$ cat config.mk
export PLATFORM = sky130hd
export DESIGN_NAME = datapath_ctrl
export DESIGN_NICKNAME = d
export VERILOG_FILES = /design/src/rtl/datapath_ctrl.sv
export SDC_FILE = /design/constraint.sdc
export NUM_CORES = 1
export LEC_CHECK = 0
export CAP_MARGIN = 20
export CORE_ASPECT_RATIO = 0.6
export CORE_MARGIN = 4
export CORE_UTILIZATION = 34
export CTS_CLUSTER_DIAMETER = 60
export CTS_CLUSTER_SIZE = 30
export DETAILED_ROUTE_END_ITERATION = 8
export DONT_BUFFER_PORTS = 1
export SLEW_MARGIN = 5
export SYNTH_ARGS = -nofsm -noshare
export SYNTH_HDL_FRONTEND = slang
export SYNTH_SLANG_ARGS = --single-unit
$ cat constraint.sdc
create_clock -name clk -period 1.8 [get_ports clk]
set_clock_uncertainty 0.05 [all_clocks]
set_input_delay 0.09 -clock clk [delete_from_list [all_inputs] [get_ports clk]]
set_output_delay 0.09 -clock clk [all_outputs]
set_load 0.01 [all_outputs]
$ cat src/rtl/datapath_ctrl.sv
// Multi-cycle controller sequencing a register-file / shifter / ALU datapath.
// Controls are Moore-decoded from the next state and latched fields, then registered.
module datapath_ctrl (
   input  logic       clk,
   input  logic       rst_n,
   input  logic       i_start,
   input  logic [2:0] i_opcode,
   input  logic [1:0] i_alu_op,
   input  logic [1:0] i_shift,
   input  logic [2:0] i_rd,
   input  logic [2:0] i_rn,
   input  logic [2:0] i_rm,
   output logic       o_waiting,
   output logic       o_done,
   output logic       o_err,
   output logic       o_wb_sel,
   output logic [2:0] o_w_addr,
   output logic       o_w_en,
   output logic [2:0] o_r_addr,
   output logic       o_en_a,
   output logic       o_en_b,
   output logic [1:0] o_shift_op,
   output logic       o_sel_a,
   output logic       o_sel_b,
   output logic [1:0] o_alu_op,
   output logic       o_en_c,
   output logic       o_en_status
);

   localparam int unsigned REG_W = 3;
   localparam int unsigned OP_W  = 2;
   localparam int unsigned OPC_W = 3;

   localparam logic [OPC_W-1:0] OPC_MOVI = 3'b110;
   localparam logic [OPC_W-1:0] OPC_MOVR = 3'b100;
   localparam logic [OPC_W-1:0] OPC_ALU  = 3'b101;
   localparam logic [OP_W-1:0]  ALU_ADD  = 2'b00;
   localparam logic [OP_W-1:0]  ALU_CMP  = 2'b01;
   localparam logic [OP_W-1:0]  ALU_MVN  = 2'b11;

   typedef enum logic [2:0] {
      S_WAIT,
      S_GET_A,
      S_GET_B,
      S_EXEC,
      S_WRITE_REG,
      S_WRITE_IMM
   } state_t;

   typedef struct packed {
      logic             waiting;
      logic             done;
      logic             err;
      logic             wb_sel;
      logic [REG_W-1:0] w_addr;
      logic             w_en;
      logic [REG_W-1:0] r_addr;
      logic             en_a;
      logic             en_b;
      logic [OP_W-1:0]  shift_op;
      logic             sel_a;
      logic             sel_b;
      logic [OP_W-1:0]  alu_op;
      logic             en_c;
      logic             en_status;
   } ctrl_t;

   localparam ctrl_t CTRL_IDLE = '{waiting: 1'b1, default: '0};

   state_t           r_state, w_state_nxt;
   logic [OPC_W-1:0] r_opc, w_opc_nxt;
   logic [OP_W-1:0]  r_alu, w_alu_nxt;
   logic [OP_W-1:0]  r_shift, w_shift_nxt;
   logic [REG_W-1:0] r_rd, w_rd_nxt;
   logic [REG_W-1:0] r_rn, w_rn_nxt;
   logic [REG_W-1:0] r_rm, w_rm_nxt;
   logic             w_err_nxt;
   logic             w_cmp_nxt;
   logic             w_movr_nxt;
   ctrl_t            r_ctrl, w_ctrl_nxt;

   always_ff @(posedge clk or negedge rst_n) begin
      if (!rst_n) r_state <= S_WAIT;
      else        r_state <= w_state_nxt;
   end

   // Next state; instruction fields are captured only on acceptance in WAIT
   always_comb begin
      w_state_nxt = r_state;
      w_opc_nxt   = r_opc;
      w_alu_nxt   = r_alu;
      w_shift_nxt = r_shift;
      w_rd_nxt    = r_rd;
      w_rn_nxt    = r_rn;
      w_rm_nxt    = r_rm;
      w_err_nxt   = 1'b0;
      case (r_state)
         S_WAIT: begin
            if (i_start) begin
               w_opc_nxt   = i_opcode;
               w_alu_nxt   = i_alu_op;
               w_shift_nxt = i_shift;
               w_rd_nxt    = i_rd;
               w_rn_nxt    = i_rn;
               w_rm_nxt    = i_rm;
               case (i_opcode)
                  OPC_MOVI: w_state_nxt = S_WRITE_IMM;
                  OPC_MOVR: w_state_nxt = S_GET_B;
                  OPC_ALU:  w_state_nxt = (i_alu_op == ALU_MVN) ? S_GET_B : S_GET_A;
                  default:  w_err_nxt   = 1'b1;
               endcase
            end
         end
         S_GET_A:     w_state_nxt = S_GET_B;
         S_GET_B:     w_state_nxt = S_EXEC;
         S_EXEC:      w_state_nxt = (r_opc == OPC_ALU && r_alu == ALU_CMP) ? S_WAIT : S_WRITE_REG;
         S_WRITE_REG: w_state_nxt = S_WAIT;
         S_WRITE_IMM: w_state_nxt = S_WAIT;
         default:     w_state_nxt = S_WAIT;
      endcase
   end

   assign w_cmp_nxt  = (w_opc_nxt == OPC_ALU) && (w_alu_nxt == ALU_CMP);
   assign w_movr_nxt = (w_opc_nxt == OPC_MOVR);

   // Control decode for the state being entered, so outputs line up with the state
   always_comb begin
      w_ctrl_nxt = '0;
      case (w_state_nxt)
         S_WAIT: begin
            w_ctrl_nxt.waiting = 1'b1;
            w_ctrl_nxt.err     = w_err_nxt;
         end
         S_GET_A: begin
            w_ctrl_nxt.r_addr = w_rn_nxt;
            w_ctrl_nxt.en_a   = 1'b1;
         end
         S_GET_B: begin
            w_ctrl_nxt.r_addr = w_rm_nxt;
            w_ctrl_nxt.en_b   = 1'b1;
         end
         S_EXEC: begin
            w_ctrl_nxt.shift_op = w_shift_nxt;
            if (w_movr_nxt) begin
               w_ctrl_nxt.sel_a  = 1'b1;
               w_ctrl_nxt.alu_op = ALU_ADD;
               w_ctrl_nxt.en_c   = 1'b1;
            end else if (w_cmp_nxt) begin
               w_ctrl_nxt.alu_op    = w_alu_nxt;
               w_ctrl_nxt.en_status = 1'b1;
               w_ctrl_nxt.done      = 1'b1;
            end else begin
               w_ctrl_nxt.alu_op = w_alu_nxt;
               w_ctrl_nxt.en_c   = 1'b1;
            end
         end
         S_WRITE_REG: begin
            w_ctrl_nxt.w_en   = 1'b1;
            w_ctrl_nxt.w_addr = w_rd_nxt;
            w_ctrl_nxt.done   = 1'b1;
         end
         S_WRITE_IMM: begin
            w_ctrl_nxt.wb_sel = 1'b1;
            w_ctrl_nxt.w_en   = 1'b1;
            w_ctrl_nxt.w_addr = w_rd_nxt;
            w_ctrl_nxt.done   = 1'b1;
         end
         default: w_ctrl_nxt = CTRL_IDLE;
      endcase
   end

   always_ff @(posedge clk or negedge rst_n) begin
      if (!rst_n) begin
         r_opc   <= '0;
         r_alu   <= '0;
         r_shift <= '0;
         r_rd    <= '0;
         r_rn    <= '0;
         r_rm    <= '0;
         r_ctrl  <= CTRL_IDLE;
      end else begin
         r_opc   <= w_opc_nxt;
         r_alu   <= w_alu_nxt;
         r_shift <= w_shift_nxt;
         r_rd    <= w_rd_nxt;
         r_rn    <= w_rn_nxt;
         r_rm    <= w_rm_nxt;
         r_ctrl  <= w_ctrl_nxt;
      end
   end

   assign o_waiting   = r_ctrl.waiting;
   assign o_done      = r_ctrl.done;
   assign o_err       = r_ctrl.err;
   assign o_wb_sel    = r_ctrl.wb_sel;
   assign o_w_addr    = r_ctrl.w_addr;
   assign o_w_en      = r_ctrl.w_en;
   assign o_r_addr    = r_ctrl.r_addr;
   assign o_en_a      = r_ctrl.en_a;
   assign o_en_b      = r_ctrl.en_b;
   assign o_shift_op  = r_ctrl.shift_op;
   assign o_sel_a     = r_ctrl.sel_a;
   assign o_sel_b     = r_ctrl.sel_b;
   assign o_alu_op    = r_ctrl.alu_op;
   assign o_en_c      = r_ctrl.en_c;
   assign o_en_status = r_ctrl.en_status;

endmodule

==> flow_metrics.tcl <==
set metrics [dict create \
    dieArea_um2 5710 \
    grtUsageTotal_pct 13.06 \
    synth_edf_count 0 \
    postRouteWirelength_um 3475 \
    num-nets-final 167 \
    hold_class "input pin to register" \
    synth_nets 132 \
    fmax_mhz 571.5 \
    dr.pass1.iters 4 \
    outcome "finished clean" \
    drc_errors 0 \
    powerDensity_nw_per_um2 1592 \
    tritoncts "done" \
    synth_area_per_cell_um2 13.64 \
    grt_pass1_wl_um 5368 \
    ir_drop_mv 0.6403 \
    worstPathRequired_ns 1.92 \
    diodes 0 \
    path_class "register to register" \
    async_reset_ff_share_pct 100.0 \
    fin_crit_ns 1.750 \
    critPathMostFrequentCell "buf_12" \
    grt_max_degree 40 \
    drive_above_1_share_pct 31.54 \
    fin_util_pct 48.20 \
    synthFlopType "dfrtp_1" \
    fillers 406 \
    path_clk_slew_ns 0.07 \
    globalplace.congestion 0.7806 \
    cp_slowest_cell "dfrtp_1" \
    cts_buffers 5 \
    die_x_um 94.93 \
    syn-cell-area_um2 1541 \
    hold_violations 0 \
    ios 40 \
    start_kind "register" \
    power.leakage_nw 0.9397 \
    setup_viol 0 \
    h-tree-depth 2 \
    cts-root-buf "clkbuf_8" \
    worstPathCellList "nor4b_4, buf_4, buf_12, buf_12, mux2_2, and2_1" \
    synth-seq-cells 39 \
    setup_ws_ns 0.05012 \
    timing.final.crit_share_pct 97.22 \
    yosysSeqAreaShare_pct 63.39 \
    core.rowCount 18 \
    postRouteAntennaNets 0 \
    post-place-ws_ns -0.05365 \
    drv_slew 0 \
    drtIter0Drc 102 \
    routed_via_density 4.775 \
    worstSetupEndpointType "register" \
    coreArea_um2 4234 \
    cpPeakStageDelay_ns 0.41 \
    antenna_found_initial 0 \
    vias 998 \
    grt_pass1_vias 1080 \
    synth_cells 113 \
    critical_path.max_fanout 6 \
    r2r_setup_slack_ns 0.05 \
    place_hpwl_um 2283 \
    ys_types 32 \
    clockBufferDepth 2 \
    gr-total-overflow 0 \
    syn_to_final_growth_pct 32.39 \
    yosysWarnings 0 \
    cap_violations 0 \
    port_buffers 0 \
    fp.dieH_um 60.16 \
    clk_latency_ns 0.28 \
    cts_sinks 39 \
    start_util_pct 36.41 \
    arrival_ns 1.87 \
    wl_per_cell_um 16.63 \
]
==> cell usage in the layout (no fill, tap or decap), types with 2 or more instances in the layout <==
master	instances
and3_1	3
clkbuf_8	6
a31o_2	2
buf_4	9
and2_1	4
o21ai_0	3
nor3b_1	2
mux2_4	2
nor2_1	5
buf_12	3
a21oi_1	3
mux2_2	12
nand2_1	5
a32o_1	3
dlygate4sd3_1	18
inv_1	6
nor2b_1	3
dfrtp_1	38
==> registers in the layout, summed over array words and instances, names as in the netlist, 2 cells and up <==
| name | cells |
|---|---|
| r_rn | 3 |
| r_alu | 2 |
| o_w_addr | 3 |
| o_alu_op | 2 |
| r_rm | 3 |
| r_rd | 3 |
| o_shift_op | 2 |
| o_r_addr | 3 |
| r_shift | 2 |
| r_opc | 3 |
| r_state | 3 |
==> synth_stat cells, types with 2 or more instances <==
cell | instances | area, um^2
dfrtp_1 | 38 | 950.9
mux2_2 | 14 | 157.7
inv_1 | 6 | 22.52
nand2_1 | 6 | 22.52
nor2_1 | 5 | 18.77
and2_1 | 4 | 25.02
a21oi_1 | 3 | 15.01
a32o_1 | 3 | 30.03
and3_1 | 3 | 18.77
nor2b_1 | 3 | 18.77
o21ai_0 | 3 | 15.01
a31o_2 | 2 | 17.52
buf_4 | 2 | 15.01
buf_6 | 2 | 22.52
nor3b_1 | 2 | 15.01
==> final cells by class <==
| type | instances | area, um^2 | area share (%) |
|---|---|---|---|
| Clock buffer | 7 | 86.33 | 4.231 |
| Clock inverter | 1 | 5.005 | 0.2452 |
| Inverter | 7 | 26.28 | 1.288 |
| Multi-Input combinational cell | 63 | 526.8 | 25.81 |
| Sequential cell | 39 | 977.2 | 47.88 |
| Tap cell | 60 | 75.07 | 3.679 |
| Timing Repair Buffer | 32 | 344.1 | 16.86 |
==> worst paths after layout <==
kind                              from     endpoint  cells after the start
max                         r_state[2]  o_w_addr[1]                      6
min                        i_alu_op[0]       o_en_a                      2
min in group asynchronous        rst_n      r_rd[1]                      2
max reg2reg                 r_state[2]  o_w_addr[1]                      6
min reg2reg                    r_rd[1]      r_rd[1]                      1
max in group asynchronous        rst_n    o_waiting                      2
==> through the flow <==
| step | TNS [ns] | hold slack [ns] | instance area (um^2) | total power (W) | instances |
|---|---|---|---|---|---|
| 2_1_floorplan | 0 | -0.2556 | 1541 | 0.002148 | 113 |
| 3_3_place_gp | 0 | -0.2545 | 1629 | 0.002375 | 174 |
| 3_5_place_dp | -0.09212 | -0.2541 | 1629 | 0.002400 | 174 |
| 4_1_cts | 0 | 0.0005862 | 1914 | 0.003071 | 200 |
| 5_1_grt | -0.01729 | 0.01352 | 2041 | 0.003478 | 209 |
| 6_report | 0 | 0.01820 | 2041 | 0.003249 | 209 |
==> critical path, delay by kind of cell (launching register included) <==
kind | cells | cell delay, ns
buffers and inverters | 3 | 0.42
muxes | 1 | 0.33
DFF | 1 | 0.41
and+or+nand+nor | 2 | 0.43
==> cell families after synthesis <==
kind of cell    after synthesis  synth area share [%]
buf+inv                      11                 4.139
flops                        39                 63.39
simple gates                 30                 12.82
compound gates               17                 8.522
other cells                   1                0.2433
mux                          15                 10.88
==> where the power goes <==
part / internal, W / leakage [nW] / total (W) / switching (W)
registers: 0.00125 / 0.494 / 0.00150 / 0.000254
clock network: 0.000309 / 0.0482 / 0.000590 / 0.000281
logic: 0.000632 / 0.397 / 0.00116 / 0.000525
total: 0.00219 / 0.940 / 0.00325 / 0.00106
==> layer usage <==
| layer | global-route usage [%] | vias to the layer above | share of wire, % |
|---|---|---|---|
| met5 | 0 | - | 0 |
| met4 | 5.544 | 0 | 1.9 |
| met3 | 5.660 | 7 | 10 |
| met2 | 19.34 | 43 | 42 |
| met1 | 16.73 | 483 | 46 |
| li1 | - | 465 | - |
==> repair_timing <==
item,in CTS,in global routing
setup buffers,0,7
pin swaps,0,2
hold buffers,18,1
gates resized for setup,1,6
cloned,0,1
setup endpoints to repair,3,7
endpoints found under the hold margin,59,2
Power figures use the tool's default switching activity.
